**config.mk**
```make
export PLATFORM = sky130hd
export DESIGN_NAME = pipeline_step_ctrl_flat
export DESIGN_NICKNAME = d
export VERILOG_FILES = /design/src/rtl/pipeline_step_ctrl_pkg.sv /design/src/rtl/pipeline_step_ctrl_if.sv /design/src/rtl/pipeline_step_ctrl_load_use.sv /design/src/rtl/pipeline_step_ctrl.sv /design/src/flat_wrapper.sv
export SDC_FILE = /design/constraint.sdc
export NUM_CORES = 1
export LEC_CHECK = 0
export CORE_AREA = 2 2 39 41
export DETAILED_ROUTE_END_ITERATION = 6
export DIE_AREA = 0 0 41 43
export GPL_TIMING_DRIVEN = 1
export SYNTH_ARGS = -nofsm -noshare
export SYNTH_HDL_FRONTEND = slang
export SYNTH_HIERARCHICAL = 1
export SYNTH_SLANG_ARGS = --single-unit
```
**constraint.sdc**
```tcl
create_clock -name clk -period 2.7 [get_ports clk]
set_input_delay 0.405 -clock clk [delete_from_list [all_inputs] [get_ports clk]]
set_output_delay 0.405 -clock clk [all_outputs]
set_load 0.005 [all_outputs]
```
**src/rtl/pipeline_step_ctrl_pkg.sv**
```systemverilog
// Shared definitions for the pipeline step controller.
// Holds the controller state encoding, the default register-id width and
// the statistics counter width. No ports.
package pipeline_step_ctrl_pkg;

  typedef enum logic [1:0] {
    ST_RUN    = 2'd0,
    ST_D_WAIT = 2'd1,
    ST_I_WAIT = 2'd2,
    ST_HALTED = 2'd3
  } state_e;

  localparam int REG_ADDR_W_DEF = 2;
  localparam int STAT_W         = 16;

endpackage

```
**src/rtl/pipeline_step_ctrl_if.sv**
```systemverilog
// Shared memory port handshake between the step controller and memory.
// Signals:
//   mem_d_req   instruction in MEM needs a data access
//   mem_ready   memory completes the granted access this cycle
//   mem_grant_i port owned by instruction fetch
//   mem_grant_d port owned by the data access
// master: controller side, slave: memory / pipeline side.
interface pipeline_step_ctrl_if;
  logic mem_d_req;
  logic mem_ready;
  logic mem_grant_i;
  logic mem_grant_d;

  modport master (
    input  mem_d_req,
    input  mem_ready,
    output mem_grant_i,
    output mem_grant_d
  );

  modport slave (
    output mem_d_req,
    output mem_ready,
    input  mem_grant_i,
    input  mem_grant_d
  );
endinterface

```
**src/rtl/pipeline_step_ctrl_load_use.sv**
```systemverilog
// Load-use hazard detector: flags when the load in EX writes a register
// that the instruction in ID actually reads.
// Ports:
//   i_id_rs, i_id_rt          source register ids in ID
//   i_id_uses_rs, i_id_uses_rt ID instruction reads rs / rt
//   i_ex_mem_read             instruction in EX is a load
//   i_ex_rd                   destination id in EX
//   o_load_use                hazard present
module load_use_detect
  import pipeline_step_ctrl_pkg::*;
#(
  parameter int REG_ADDR_W = REG_ADDR_W_DEF
) (
  input  logic [REG_ADDR_W-1:0] i_id_rs,
  input  logic [REG_ADDR_W-1:0] i_id_rt,
  input  logic                  i_id_uses_rs,
  input  logic                  i_id_uses_rt,
  input  logic                  i_ex_mem_read,
  input  logic [REG_ADDR_W-1:0] i_ex_rd,
  output logic                  o_load_use
);
  logic w_rs_hit;
  logic w_rt_hit;

  assign w_rs_hit   = i_id_uses_rs && (i_id_rs == i_ex_rd);
  assign w_rt_hit   = i_id_uses_rt && (i_id_rt == i_ex_rd);
  assign o_load_use = i_ex_mem_read && (w_rs_hit || w_rt_hit);
endmodule

```
**src/rtl/pipeline_step_ctrl.sv**
```systemverilog
// Sequencing controller for a 5-stage CPU sharing one memory port.
// Each step performs an optional data access for MEM, then an instruction
// fetch; the pipeline advances only on the cycle the fetch completes.
// Ports:
//   clk, reset            clock, synchronous active-high reset
//   bus (master)          memory handshake: d_req/ready in, grants out
//   id_rs, id_rt, id_uses_rs, id_uses_rt, ex_mem_read, ex_rd
//                         hazard inputs for load-use detection
//   ex_branch_taken       taken branch resolved in EX
//   halt_wb               HLT in WB
//   pc_write, if_id_write, if_id_flush, id_ex_bubble, pipe_freeze, halted
//                         pipeline controls
// Optional feature macro STALL_STATS_EN adds stat_steps, stat_load_use and
// stat_flush saturating 16-bit counters.
module pipeline_step_ctrl
  import pipeline_step_ctrl_pkg::*;
#(
  parameter int REG_ADDR_W = REG_ADDR_W_DEF
) (
  input  logic                  clk,
  input  logic                  reset,
  pipeline_step_ctrl_if.master  bus,
  input  logic [REG_ADDR_W-1:0] id_rs,
  input  logic [REG_ADDR_W-1:0] id_rt,
  input  logic                  id_uses_rs,
  input  logic                  id_uses_rt,
  input  logic                  ex_mem_read,
  input  logic [REG_ADDR_W-1:0] ex_rd,
  input  logic                  ex_branch_taken,
  input  logic                  halt_wb,
  output logic                  pc_write,
  output logic                  if_id_write,
  output logic                  if_id_flush,
  output logic                  id_ex_bubble,
  output logic                  pipe_freeze,
  output logic                  halted
`ifdef STALL_STATS_EN
  ,
  output logic [STAT_W-1:0]     stat_steps,
  output logic [STAT_W-1:0]     stat_load_use,
  output logic [STAT_W-1:0]     stat_flush
`endif
);
  state_e r_state;
  state_e w_next;
  logic   w_grant_i;
  logic   w_grant_d;
  logic   w_advance;
  logic   w_halted;
  logic   w_load_use;

  load_use_detect #(.REG_ADDR_W(REG_ADDR_W)) u_load_use (
    .i_id_rs       (id_rs),
    .i_id_rt       (id_rt),
    .i_id_uses_rs  (id_uses_rs),
    .i_id_uses_rt  (id_uses_rt),
    .i_ex_mem_read (ex_mem_read),
    .i_ex_rd       (ex_rd),
    .o_load_use    (w_load_use)
  );

  always_ff @(posedge clk) begin
    if (reset) r_state <= ST_RUN;
    else       r_state <= w_next;
  end

  // Reset blocks every grant and advance in the same cycle, so an access in
  // flight is abandoned immediately rather than on the following edge.
  always_comb begin
    w_next    = r_state;
    w_grant_i = 1'b0;
    w_grant_d = 1'b0;
    w_advance = 1'b0;
    w_halted  = 1'b0;
    if (!reset) begin
      unique case (r_state)
        ST_RUN: begin
          if (halt_wb) begin
            w_next = ST_HALTED;
          end else if (bus.mem_d_req) begin
            w_grant_d = 1'b1;
            w_next    = bus.mem_ready ? ST_I_WAIT : ST_D_WAIT;
          end else begin
            w_grant_i = 1'b1;
            if (bus.mem_ready) w_advance = 1'b1;
            else               w_next    = ST_I_WAIT;
          end
        end
        ST_D_WAIT: begin
          w_grant_d = 1'b1;
          if (bus.mem_ready) w_next = ST_I_WAIT;
        end
        ST_I_WAIT: begin
          w_grant_i = 1'b1;
          if (bus.mem_ready) begin
            w_advance = 1'b1;
            w_next    = ST_RUN;
          end
        end
        ST_HALTED: w_halted = 1'b1;
        default:   w_next   = ST_RUN;
      endcase
    end
  end

  assign bus.mem_grant_i = w_grant_i;
  assign bus.mem_grant_d = w_grant_d;
  assign halted          = w_halted;
  assign pipe_freeze     = !w_advance;
  // A taken branch overrides a load-use stall: the stalled ID instruction is
  // on the wrong path and is squashed anyway.
  assign pc_write        = w_advance && (ex_branch_taken || !w_load_use);
  assign if_id_write     = w_advance && !ex_branch_taken && !w_load_use;
  assign if_id_flush     = w_advance && ex_branch_taken;
  assign id_ex_bubble    = w_advance && (ex_branch_taken || w_load_use);

`ifdef STALL_STATS_EN
  function automatic logic [STAT_W-1:0] sat_inc(input logic [STAT_W-1:0] v);
    return (v == {STAT_W{1'b1}}) ? v : v + 1'b1;
  endfunction

  logic [STAT_W-1:0] r_stat_steps;
  logic [STAT_W-1:0] r_stat_load_use;
  logic [STAT_W-1:0] r_stat_flush;

  // No advance occurs in HALTED, so the counters freeze there naturally.
  always_ff @(posedge clk) begin
    if (reset) begin
      r_stat_steps    <= '0;
      r_stat_load_use <= '0;
      r_stat_flush    <= '0;
    end else if (w_advance) begin
      r_stat_steps <= sat_inc(r_stat_steps);
      if (ex_branch_taken) r_stat_flush    <= sat_inc(r_stat_flush);
      else if (w_load_use) r_stat_load_use <= sat_inc(r_stat_load_use);
    end
  end

  assign stat_steps    = r_stat_steps;
  assign stat_load_use = r_stat_load_use;
  assign stat_flush    = r_stat_flush;
`endif
endmodule

```
**src/flat_wrapper.sv**
```systemverilog
// flat-port wrapper written by rule: the top's interface ports become plain ports
module pipeline_step_ctrl_flat import pipeline_step_ctrl_pkg::*;
#(
  parameter int REG_ADDR_W = REG_ADDR_W_DEF
)
  (clk, reset, id_rs, id_rt, id_uses_rs, id_uses_rt, ex_mem_read, ex_rd, ex_branch_taken, halt_wb, pc_write, if_id_write, if_id_flush, id_ex_bubble, pipe_freeze, halted, bus_mem_d_req, bus_mem_ready, bus_mem_grant_i, bus_mem_grant_d);
  pipeline_step_ctrl_if bus_i ();
  input  logic clk;
  input  logic reset;
  input  logic [REG_ADDR_W-1:0] id_rs;
  input  logic [REG_ADDR_W-1:0] id_rt;
  input  logic id_uses_rs;
  input  logic id_uses_rt;
  input  logic ex_mem_read;
  input  logic [REG_ADDR_W-1:0] ex_rd;
  input  logic ex_branch_taken;
  input  logic halt_wb;
  output logic pc_write;
  output logic if_id_write;
  output logic if_id_flush;
  output logic id_ex_bubble;
  output logic pipe_freeze;
  output logic halted;
  input wire logic [$bits(bus_i.mem_d_req)-1:0] bus_mem_d_req;
  input wire logic [$bits(bus_i.mem_ready)-1:0] bus_mem_ready;
  output wire logic [$bits(bus_i.mem_grant_i)-1:0] bus_mem_grant_i;
  output wire logic [$bits(bus_i.mem_grant_d)-1:0] bus_mem_grant_d;
  assign bus_i.mem_d_req = bus_mem_d_req;
  assign bus_i.mem_ready = bus_mem_ready;
  assign bus_mem_grant_i = bus_i.mem_grant_i;
  assign bus_mem_grant_d = bus_i.mem_grant_d;
  pipeline_step_ctrl #(.REG_ADDR_W(REG_ADDR_W)) u_core (.clk(clk), .reset(reset), .bus(bus_i), .id_rs(id_rs), .id_rt(id_rt), .id_uses_rs(id_uses_rs), .id_uses_rt(id_uses_rt), .ex_mem_read(ex_mem_read), .ex_rd(ex_rd), .ex_branch_taken(ex_branch_taken), .halt_wb(halt_wb), .pc_write(pc_write), .if_id_write(if_id_write), .if_id_flush(if_id_flush), .id_ex_bubble(id_ex_bubble), .pipe_freeze(pipe_freeze), .halted(halted));
endmodule
```
==> flow_metrics.py <==
metrics = {
    "status": {
        "status": "finished, final reports clean",
    },
    "power_and_ir_drop": {
        "p_leak_nw": 0.245,
        "total_power_uw": 327,
        "ir_drop_v": 0.000287,
        "cellPowerDensity_nw_per_um2": 564,
    },
    "sta": {
        "max_slew.worst_pin.slew_ns": 0.381,
        "hold_viol": 0,
        "slew_headroom_pct": 74.5,
        "fin_skew_ns": 0.00279,
        "max_freq_mhz": 392,
        "finalMaxSlewViolations": 0,
        "setup_viol": 0,
        "rsz0062_at_grt": "false",
        "worst_slack_ns": 0.147,
        "fin_tns_setup_ns": 0,
        "fin_crit_ns": 2.55,
        "fin_crit_sh_pct": 94.6,
    },
    "cts": {
        "clk_path_buf_depth": 2,
        "clock_tree.root_cell": "clkbuf_4",
        "htreeDepth": 1,
        "cts_buffers": 3,
        "insertion_delay_ns": 0.22,
        "clkSinkCount": 2,
        "cts_post_setup_buffers_inserted": 0,
        "cts_resized": 0,
        "cts_hold_buf": 0,
        "cts_tree": "yes",
        "clkSlewWorstSetupHoldPaths_ns": 0.03,
    },
    "die": {
        "die_h_um": 43,
        "boundaryPins": 23,
        "core_area_um2": 1380,
        "row_count": 14,
        "fp.dieArea_um2": 1760,
        "fp.dieW_um": 41,
        "start_util_pct": 22.9,
    },
    "grt": {
        "grt_max_degree": 7,
        "grt-ovfl-total": 0,
        "grt_pass1_wl_um": 1350,
        "grt_pass1_vias": 372,
        "antenna_found_initial": 0,
        "track_usage_pct": 11.3,
    },
    "logic_synthesis": {
        "synth-warning-count": 6,
        "synth_cell_types": 19,
        "avgSynthCellArea_um2": 7.03,
        "synth_nets": 64,
        "syn-instance-count": 45,
        "yosysSeqAreaShare_pct": 12.6,
        "ys_ff_latch": 2,
        "synth_area_um2": 317,
    },
    "worst_setup_path": {
        "worst_r2r_endpoint": "u_core/r_state[0]$_SDFFE_PP0P_",
        "cp_max_fo": 5,
        "cp_data_arrival_time_ns": 2.15,
        "start_kind": "input port",
        "worst_setup_path_end_kind": "output pin",
        "regToRegSetupSlack_ns": 1.12,
        "crit_required_ns": 2.30,
        "r2r_start": "u_core/r_state[0]$_SDFFE_PP0P_",
        "reg2reg_depth": 5,
        "critPathKind": "input port to output pin",
    },
    "min_path": {
        "hold_path_class": "flop to flop",
        "hold_end": "u_core/r_state[1]$_SDFFE_PP0P_",
        "min_path_cells": 2,
        "min_from": "u_core/r_state[1]$_SDFFE_PP0P_",
    },
    "detailed_routing": {
        "ant_nets": 0,
        "avgRoutedWirePerCell_um": 10.5,
        "num_vias": 384,
        "drt_iter0_markers": 4,
        "drc": 0,
        "firstDrtPassIters": 2,
        "viasPerCell": 4.47,
        "wl_um": 907,
    },
    "placed_design": {
        "dp_slack_ns": 0.146,
        "io_buffers": 22,
        "dpl_cell_area_um2": 557,
        "hpwl_um": 740,
        "place_congestion": 0.725,
    },
    "final_layout": {
        "largest_register_ffs": 2,
        "multi_input_area_um2": 254,
        "final_cell_area_um2": 579,
        "diodes": 0,
        "fill_cells": 152,
        "final_layout_size_suffix_gt1_share_pct": 10.0,
        "reg.largest.list": "u_core/r_state x2",
        "seqCellArea_um2": 40.0,
        "syn2layout_area_growth_pct": 83.0,
        "regMostFlops": "u_core/r_state",
        "fin_nets": 91,
    },
    "run": {
        "cap_violations": 0,
    },
}
-- metal layers --
layer / vias up / wire length [µm] / global-route usage (%)
li1: 204 / - / -
met1: 163 / 353 / 9.90
met2: 17 / 428 / 20.0
met3: 0 / 125 / 4.71
met4: 0 / 0 / 6.00
met5: - / 0 / 0
-- through the flow --
step	instances	utilization (%)	hold slack, ns
3_3_place_gp	83	40.2	0.498
4_1_cts	86	41.9	0.513
3_5_place_dp	83	40.2	0.509
5_1_grt	86	41.9	0.546
6_report	86	41.9	0.505
2_1_floorplan	45	-	0.471
-- cell families (layout without fill, tap and decap cells) --
group	count (synthesis)	in the layout	synth area share [%]
xor gates and xnor gates	2	2	5.53
and+or+nand+nor	21	21	33.2
muxes	2	2	6.32
adders and majority gates	4	4	15.8
AOI/OAI and AO/OA	8	8	19.4
DFF	2	2	12.6
buffers and inverters	6	31	7.11
-- critical path: stages --
cell             delay [ns]
clkdlybuf4s50_1        0.43
nor3b_1                0.38
o211ai_1               0.22
nor3_1                 0.18
clkdlybuf4s50_1        0.53
-- how the worst max path moves through the flow --
stage / start / end / slack, ns / cells after the start
final: halt_wb / if_id_write / 0.15 / 5
after global routing: halt_wb / pc_write / 0.02 / 5
after CTS: halt_wb / if_id_write / 0.13 / 5
after detailed placement: halt_wb / if_id_write / 0.15 / 5
after global placement: halt_wb / if_id_write / 0.19 / 5
after floorplan: u_core/r_state[0]$_SDFFE_PP0P_ / if_id_write / 1.07 / 5
-- cells in the mapped netlist --
cell       count  area share [%]
o31a_2         1             3.2
o21ai_0        1             1.6
a221o_2        1             3.6
dfxtp_1        2              13
nor2b_1        1             2.0
ha_1           4              16
o2111ai_1      2             5.5
and2b_2        2             5.5
mux2i_1        2             6.3
xnor2_1        2             5.5
a21oi_1        2             3.2
and2_1         2             4.0
o211ai_1       1             2.4
nor3_1         1             1.6
nand2_1        3             3.6
or4_1          1             2.4
nor2_1        10              12
inv_1          6             7.1
nor3b_1        1             2.4
-- final cells by class --
type | instances | area share [%]
Sequential cell | 2 | 6.91
Clock buffer | 3 | 3.89
Multi-Input combinational cell | 37 | 43.8
Inverter | 6 | 3.89
Timing Repair Buffer | 22 | 38.0
Tap cell | 16 | 3.46
-- placed cells by master (no fill, tap or decap) --
cell             instances
clkdlybuf4s50_1         22
nor2_1                  10
inv_1                    6
ha_1                     4
clkbuf_4                 3
nand2_1                  3
a21oi_1                  2
and2b_2                  2
mux2i_1                  2
dfxtp_1                  2
and2_1                   2
xnor2_1                  2
o2111ai_1                2
nor3b_1                  1
o211ai_1                 1
nor3_1                   1
nor2b_1                  1
o21ai_0                  1
or4_1                    1
o31a_2                   1
a221o_2                  1
-- report_power, final --
group,switching [mW],internal [mW]
Combinational,0.0880,0.117
Sequential,0.0134,0.0435
Clock,0.0156,0.0489
Total,0.117,0.210
No activity file was read; power rests on OpenSTA's default activity.
